--- src/rtl/serial_adder_if.sv ---
// Handshake and operand/result bundle for the digit-serial adder.
interface serial_adder_if #(
   parameter int WIDTH = 8
);
   logic             start;
   logic             sub;
   logic [WIDTH-1:0] a;
   logic [WIDTH-1:0] b;
   logic             cin;
   logic             ready;
   logic             done;
   logic [WIDTH-1:0] sum;
   logic             cout;
   logic             overflow;

   modport master (
      output start, sub, a, b, cin,
      input  ready, done, sum, cout, overflow
   );

   modport slave (
      input  start, sub, a, b, cin,
      output ready, done, sum, cout, overflow
   );
endinterface

--- src/rtl/serial_adder.sv ---
// Digit-serial adder/subtractor: DIGIT_W bits per clock through a registered
// ripple carry. Result, carry-out and overflow update only when an operation
// completes and hold until the next completion.
//
// state  | meaning
// -------+-------------------------------------------------------------
// S_IDLE | ready=1, waiting for start; outputs hold last result
// S_RUN  | one digit per clock, LSB first, NDIG clocks total
// S_DONE | done=1 for one cycle, then back to S_IDLE unconditionally
module serial_adder #(
   parameter int WIDTH   = 8,
   parameter int DIGIT_W = 2
) (
   input  logic          clk,
   input  logic          rst,
   serial_adder_if.slave bus
);
   localparam int NDIG  = WIDTH / DIGIT_W;
   localparam int CNT_W = (NDIG > 1) ? $clog2(NDIG) : 1;

   generate
      if (WIDTH < 1 || DIGIT_W < 1 || (WIDTH % DIGIT_W) != 0) begin : g_bad_param
         $fatal(1, "serial_adder: DIGIT_W must be >= 1 and divide WIDTH exactly");
      end
   endgenerate

   typedef enum logic [1:0] {
      S_IDLE,
      S_RUN,
      S_DONE
   } state_t;

   state_t             state_q, state_d;
   logic [WIDTH-1:0]   op_a_q, op_a_d;
   logic [WIDTH-1:0]   op_b_q, op_b_d;
   logic               carry_q, carry_d;
   logic [CNT_W-1:0]   count_q, count_d;
   logic [WIDTH-1:0]   acc_q, acc_d;
   logic               a_msb_q, a_msb_d;
   logic               b_msb_q, b_msb_d;
   logic [WIDTH-1:0]   sum_q, sum_d;
   logic               cout_q, cout_d;
   logic               ovf_q, ovf_d;

   logic [DIGIT_W:0]         dsum;
   logic [WIDTH+DIGIT_W-1:0] acc_shift;
   logic [WIDTH-1:0]         acc_next;
   logic [WIDTH-1:0]         b_eff;

   // Next-state, datapath and result update for the three-state sequencer.
   always_comb begin
      state_d = state_q;
      op_a_d  = op_a_q;
      op_b_d  = op_b_q;
      carry_d = carry_q;
      count_d = count_q;
      acc_d   = acc_q;
      a_msb_d = a_msb_q;
      b_msb_d = b_msb_q;
      sum_d   = sum_q;
      cout_d  = cout_q;
      ovf_d   = ovf_q;

      // Subtraction is a + ~b + 1, so the inverted operand is what gets stored.
      b_eff     = bus.sub ? ~bus.b : bus.b;
      dsum      = {1'b0, op_a_q[DIGIT_W-1:0]} + {1'b0, op_b_q[DIGIT_W-1:0]}
                  + {{DIGIT_W{1'b0}}, carry_q};
      // New digit enters at the MSB end; after NDIG digits bit order is restored.
      acc_shift = {dsum[DIGIT_W-1:0], acc_q};
      acc_next  = acc_shift[WIDTH+DIGIT_W-1:DIGIT_W];

      case (state_q)
         S_IDLE: begin
            if (bus.start) begin
               op_a_d  = bus.a;
               op_b_d  = b_eff;
               carry_d = bus.sub ? 1'b1 : bus.cin;
               count_d = '0;
               a_msb_d = bus.a[WIDTH-1];
               b_msb_d = b_eff[WIDTH-1];
               state_d = S_RUN;
            end
         end
         S_RUN: begin
            op_a_d  = op_a_q >> DIGIT_W;
            op_b_d  = op_b_q >> DIGIT_W;
            acc_d   = acc_next;
            carry_d = dsum[DIGIT_W];
            count_d = count_q + CNT_W'(1);
            if (count_q == CNT_W'(NDIG - 1)) begin
               sum_d   = acc_next;
               cout_d  = dsum[DIGIT_W];
               ovf_d   = (a_msb_q == b_msb_q) && (acc_next[WIDTH-1] != a_msb_q);
               state_d = S_DONE;
            end
         end
         S_DONE: begin
            state_d = S_IDLE;
         end
         default: begin
            state_d = S_IDLE;
         end
      endcase
   end

   // Register all state; synchronous reset wins over everything.
   always_ff @(posedge clk) begin
      if (rst) begin
         state_q <= S_IDLE;
         op_a_q  <= '0;
         op_b_q  <= '0;
         carry_q <= 1'b0;
         count_q <= '0;
         acc_q   <= '0;
         a_msb_q <= 1'b0;
         b_msb_q <= 1'b0;
         sum_q   <= '0;
         cout_q  <= 1'b0;
         ovf_q   <= 1'b0;
      end else begin
         state_q <= state_d;
         op_a_q  <= op_a_d;
         op_b_q  <= op_b_d;
         carry_q <= carry_d;
         count_q <= count_d;
         acc_q   <= acc_d;
         a_msb_q <= a_msb_d;
         b_msb_q <= b_msb_d;
         sum_q   <= sum_d;
         cout_q  <= cout_d;
         ovf_q   <= ovf_d;
      end
   end

   assign bus.ready    = (state_q == S_IDLE);
   assign bus.done     = (state_q == S_DONE);
   assign bus.sum      = sum_q;
   assign bus.cout     = cout_q;
   assign bus.overflow = ovf_q;
endmodule

--- src/flat_wrapper.sv ---
// flat-port wrapper written by rule: the top's interface ports become plain ports
module serial_adder_flat 
#(
   parameter int WIDTH   = 8,
   parameter int DIGIT_W = 2
)
  (clk, rst, bus_start, bus_sub, bus_a, bus_b, bus_cin, bus_ready, bus_done, bus_sum, bus_cout, bus_overflow);
  serial_adder_if #(.WIDTH(WIDTH)) bus_i ();
  input  logic clk;
  input  logic rst;
  input wire logic [$bits(bus_i.start)-1:0] bus_start;
  input wire logic [$bits(bus_i.sub)-1:0] bus_sub;
  input wire logic [$bits(bus_i.a)-1:0] bus_a;
  input wire logic [$bits(bus_i.b)-1:0] bus_b;
  input wire logic [$bits(bus_i.cin)-1:0] bus_cin;
  output wire logic [$bits(bus_i.ready)-1:0] bus_ready;
  output wire logic [$bits(bus_i.done)-1:0] bus_done;
  output wire logic [$bits(bus_i.sum)-1:0] bus_sum;
  output wire logic [$bits(bus_i.cout)-1:0] bus_cout;
  output wire logic [$bits(bus_i.overflow)-1:0] bus_overflow;
  assign bus_i.start = bus_start;
  assign bus_i.sub = bus_sub;
  assign bus_i.a = bus_a;
  assign bus_i.b = bus_b;
  assign bus_i.cin = bus_cin;
  assign bus_ready = bus_i.ready;
  assign bus_done = bus_i.done;
  assign bus_sum = bus_i.sum;
  assign bus_cout = bus_i.cout;
  assign bus_overflow = bus_i.overflow;
  serial_adder #(.WIDTH(WIDTH), .DIGIT_W(DIGIT_W)) u_core (.clk(clk), .rst(rst), .bus(bus_i));
endmodule
--- config.mk ---
export PLATFORM = sky130hd
export DESIGN_NAME = serial_adder_flat
export DESIGN_NICKNAME = d
export VERILOG_FILES = /design/src/rtl/serial_adder_if.sv /design/src/rtl/serial_adder.sv /design/src/flat_wrapper.sv
export SDC_FILE = /design/constraint.sdc
export NUM_CORES = 1
export LEC_CHECK = 0
export BUFFER_PORTS_ARGS = -buffer_cell sky130_fd_sc_hd__buf_2
export CAP_MARGIN = 10
export CORE_MARGIN = 2
export CORE_UTILIZATION = 55
export DETAILED_ROUTE_END_ITERATION = 16
export MAX_ROUTING_LAYER = met4
export PLACE_DENSITY = 0.79
export SKIP_LAST_GASP = 1
export SLEW_MARGIN = 20
export SYNTH_ARGS = -nofsm -noshare
export SYNTH_HDL_FRONTEND = slang
export SYNTH_SLANG_ARGS = --single-unit
--- constraint.sdc ---
create_clock -name clk -period 3.7 [get_ports clk]
set_input_delay 0.555 -clock clk [delete_from_list [all_inputs] [get_ports clk]]
set_output_delay 0.555 -clock clk [all_outputs]
set_load 0.01 [all_outputs]
-- Yosys cells after proc, flatten, opt, wreduce, memory -nomap -nowiden
Index checks and enable logic that the tools add are counted.
- bitwise logic cells: 1
- multiplexer cells: 13
- $add $sub $neg: 3
- reduce and logical (&&, ||, !) cells: 7
- equality and inequality tests: 7
- operator list (operator ; count):
    8-bit case mux with 2 select lines ; 2
    8-bit 2-to-1 mux ; 3
    8-bit inverter ; 1
    2-bit case mux with 2 select lines ; 2
    2-bit AND reduction ; 4
    2-bit 2-to-1 mux ; 3
    2-bit == test, second input constant ; 2
    2-bit by 2-bit adder with 3-bit output ; 1
    3-bit by 1-bit adder with 3-bit output ; 1
    2-bit by 1-bit adder with 2-bit output, second input constant ; 1
    2-bit by 1-bit == test with 1-bit output, second input constant ; 1
    2-bit logical NOT ; 1
    1-bit 2-to-1 mux ; 2
    2-bit by 1-bit != test with 1-bit output, second input constant ; 1
    2-bit != test, second input constant ; 1
    1-bit case mux with 2 select lines ; 1
    2-bit nonzero test ; 1
    1-bit == test ; 1
    1-bit logical AND ; 1
    1-bit != test ; 1
- output and inout bits: 12
- bits of input ports: 21
- register bits after elaboration: 41

-- Logic depth before layout (Yosys ltp)
- word-level depth: 4
- mapped depth: 6

-- Worst setup path before layout
OpenSTA, ideal clock, no wires.
- kind: register -> register
- start point: reg u_core.carry_q
- end point: reg u_core.ovf_q (netlist: u_core.bus.overflow)
- arrival time: 1.799 ns
- stages on the path, launching flop included: 6
- required time: 3.609 ns
- path slack: 1.810 ns
- period minus slack after synthesis: 1.890 ns
- path through: dfxtp_1 inv_1 fa_1 fa_1 or3_1 a311oi_1
- longest elaborated chain between the ends: 3
- ends and longest elaborated chain (element ; RTL line ; RTL):
    start, declared ; serial_adder.sv:36 ; logic carry_q, carry_d;
    start signal, assigned ; serial_adder.sv:124 ; carry_q <= carry_d;
    3-bit by 1-bit adder with 3-bit output ; serial_adder.sv:67 ; + {{DIGIT_W{1'b0}}, carry_q};
    1-bit != test ; serial_adder.sv:93 ; ovf_d = (a_msb_q == b_msb_q) && (acc_next[WIDTH-1] != a_msb_q);
    1-bit logical AND ; serial_adder.sv:93 ;
    end signal, assigned ; serial_adder.sv:131 ; ovf_q <= ovf_d;
    end, declared ; serial_adder.sv:43 ; logic ovf_q, ovf_d;
No other way between the ends.
A chain may end at the register's enable or synchronous reset.

-- Final worst setup path
- start point: reg u_core.state_q[1]
- end point: out bus_done
- longest elaborated chain between the ends: 1
- ends and longest elaborated chain (element ; RTL line ; RTL):
    start, declared ; serial_adder.sv:33 ; state_t state_q, state_d;
    start signal, assigned ; serial_adder.sv:121 ; state_q <= state_d;
    2-bit == test ; serial_adder.sv:136 ; assign bus.done = (state_q == S_DONE);
    end, declared ; flat_wrapper.sv:17 ; output wire logic [$bits(bus_i.done)-1:0] bus_done;
No other way between the ends.

==> metrics.txt <==
number of DRC violations after detailed-routing iteration 0 70; FFs w/ async S/R, synth 0%; peak supply drop 198 uV; Crit path arrival time 1.54 ns; Met3 Wirelength 197 um; Starting Density 57.0%; length of routed met2 wiring 1690 um; total count of max-transition violations in the final report 0; die width 59.8 um; htree depth 2; post-layout total power 0.873 mW; Clock Sinks 39; Initial DRT Pass Iterations 4; global-route wire length before repair 5710 um; remaining routing DRC violations 0; antenna violations before repair 0; post-detailed-placement cell area 1840 um2; number of top-level pins 33; number of placed instances with taps included 249; Hold Vio Cnt, Final 0; Die Ht 59.8 um; RR Endpoint u_core.bus.overflow; top routing layer in use met4; sort of element at the start of the critical path flip-flop; path category of the worst min-delay check input port to flip-flop; launching instance or port of the critical path u_core.state_q[1]; fin nets 247; clock-pin transition on the worst setup and hold timing paths 0.12 ns; total power divided by cell area 452 nW/um2; portion of the post-synthesis area used by sequential elements 45.6%; count of vias placed by the detailed router 1460; remaining antenna violation count 0; Synth Cell Area 1710 um2; post-synthesis sequential element count 39; core outline area 3000 um2; number of maximum-capacitance violations 0; most common cell after layout, fill and taps aside dfxtp_1; Row Count 20; final worst path period need 2.09 ns; critical path class flip-flop to primary output; average via count per standard cell 5.68; Max clock buf depth 2; smallest hold slack 0.459 ns; M1 WL 1660 um; Max Fanout on Critical Path 25; Synth warnings 0; final design instance area without fill 1930 um2; Leak 0.784 nW; routability congestion estimate from global placement 0.793; commonest cells after routing, fill and taps aside dfxtp_1 (39), buf_2 (32), a21oi_1 (28), nor2_1 (26), nand2_1 (26); final-report setup violation count 0; hold bufs inserted after CTS 0; detailed-route wire length per cell 14.0 um; Setup TNS Final 0 ns; Sequential cell area 781 um2; maximum number of pins on one net before global-route repair 37; area of the multi-input gates 821 um2; number of nets in the synthesized netlist 223; run status completed; area added between synthesis and finish 12.9%; final worst slack 1.61 ns; number of antenna repair diodes 0; buffer count from post-CTS setup fixing 0; placed wire-length estimate after detailed placement 2360 um; reg-to-reg startpoint u_core.carry_q; Setup WS pre-CTS 1.73 ns; Avg Inst Size Synth 8.59 um2; final clock period utilization by the worst path 56.5%; Worst Tran Pin Value 0.757 ns; top flip-flop cell by instance count after synthesis dfxtp_1; number of global-route vias before repair 1258; number of clock buffers inserted by TritonCTS 5; Critical Path End Type primary output; die area 3570 um2; final core occ 64.3%; endpoint of the worst setup timing path bus_done; Post-synth EDFFs 0; setup slack on the worst flop-to-flop path 1.72 ns; global-route total usage across every layer 22.0%; root buffer cell clkbuf_4; buffers added on ports 32; Max Fclk 478 MHz; share of layout cells above drive strength 1 24.6%; count of cells resized by post-cts repair 0; final wirelength 3590 um; clock latency of the later-clocked register in the worst-skew pair 0.36 ns; count of distinct cell types in the synthesized netlist 32; CTS tree yes; length in cells of the worst reg-to-reg path 5; fill count 283; non-filler instance count after layout 257; Worst EP required 3.14 ns; setup repair after global routing missed its margin no; max-slew headroom at the worst pin 49.4%; global-route congestion overflow total 0; Max Clock Skew 0.0119 ns; count of mapped cells out of synthesis 199
## worst min path at each step
| stage | from | endpoint | slack (ns) | cells after the start |
|---|---|---|---|---|
| 2_1_floorplan | u_core.acc_q[2] | u_core.bus.sum[0] | 0.43 | 2 |
| 3_3_place_gp | u_core.bus.sum[2] | u_core.bus.sum[2] | 0.44 | 2 |
| 3_5_place_dp | u_core.acc_q[2] | u_core.acc_q[2] | 0.45 | 2 |
| 4_1_cts | bus_a[7] | u_core.a_msb_q | 0.46 | 3 |
| 5_1_grt | bus_a[7] | u_core.a_msb_q | 0.47 | 3 |
| 6_report | bus_a[7] | u_core.a_msb_q | 0.46 | 3 |
## cell families (layout without fill, tap and decap cells)
| family | after synthesis | after routing | share of synthesized area [%] |
|---|---|---|---|
| buffers and inverters | 25 | 50 | 6.36 |
| adder cells (fa/ha/maj) | 3 | 3 | 3.07 |
| flip-flops | 39 | 39 | 45.6 |
| AND/OR/NAND/NOR | 68 | 68 | 17.8 |
| multiplexers | 1 | 1 | 0.585 |
| XOR/XNOR | 8 | 8 | 4.10 |
| AO/OA/AOI/OAI | 55 | 55 | 22.5 |
## cell usage after synthesis, drive strengths merged, types with 2 or more instances
cell,count,area (um2)
inv,9,33.8
xor2,2,17.5
buf,7,41.3
clkbuf,9,33.8
o221a,6,67.6
nor2,26,97.6
o22a,2,17.5
dfxtp,39,781
o21ai,4,20.0
nand2,26,97.6
a21oi,28,140
fa,2,40.0
nand2b,3,18.8
or3b,2,17.5
a221o,6,66.3
xnor2,6,52.6
nor2b,2,12.5
nand3,4,20.0
a211oi,5,37.5
## critical path, stage by stage (launching register included)
cell and delay, ns:
dfxtp_1 0.83, nor2b_1 0.20, buf_2 0.14
## flip-flops by register name (all words and copies together) (netlist names)
| register | cells |
|---|---|
| u_core.b_msb_q | 1 |
| u_core.op_a_q | 8 |
| u_core.bus.sum | 8 |
| u_core.a_msb_q | 1 |
| u_core.count_q | 2 |
| u_core.bus.cout | 1 |
| u_core.carry_q | 1 |
| u_core.state_q | 2 |
| u_core.op_b_q | 8 |
| u_core.bus.overflow | 1 |
| u_core.acc_q | 6 |
## cell type report
cell class                 instances  area share [%]
clock buffer                       6            2.66
clock inverter                     2            1.81
inverter                           9            1.75
multi-input combinational        135            42.5
sequential                        39            40.4
tap                               33            2.14
timing repair buffer              33            8.68
## routing by layer
layer | vias to the layer above | global-route usage, %
li1 | 729 | -
met1 | 687 | 28.6
met2 | 39 | 32.1
met3 | 5 | 5.84
met4 | 0 | 9.21
met5 | - | -
## power breakdown
group / switching [mW] / total [mW] / internal [mW] / leakage, nW
sequential: 0.0186 / 0.461 / 0.443 / 0.319
clock: 0.145 / 0.304 / 0.160 / 0.0482
combinational: 0.0570 / 0.108 / 0.0508 / 0.416
total: 0.220 / 0.873 / 0.653 / 0.784
Power figures use the tool's default switching activity.
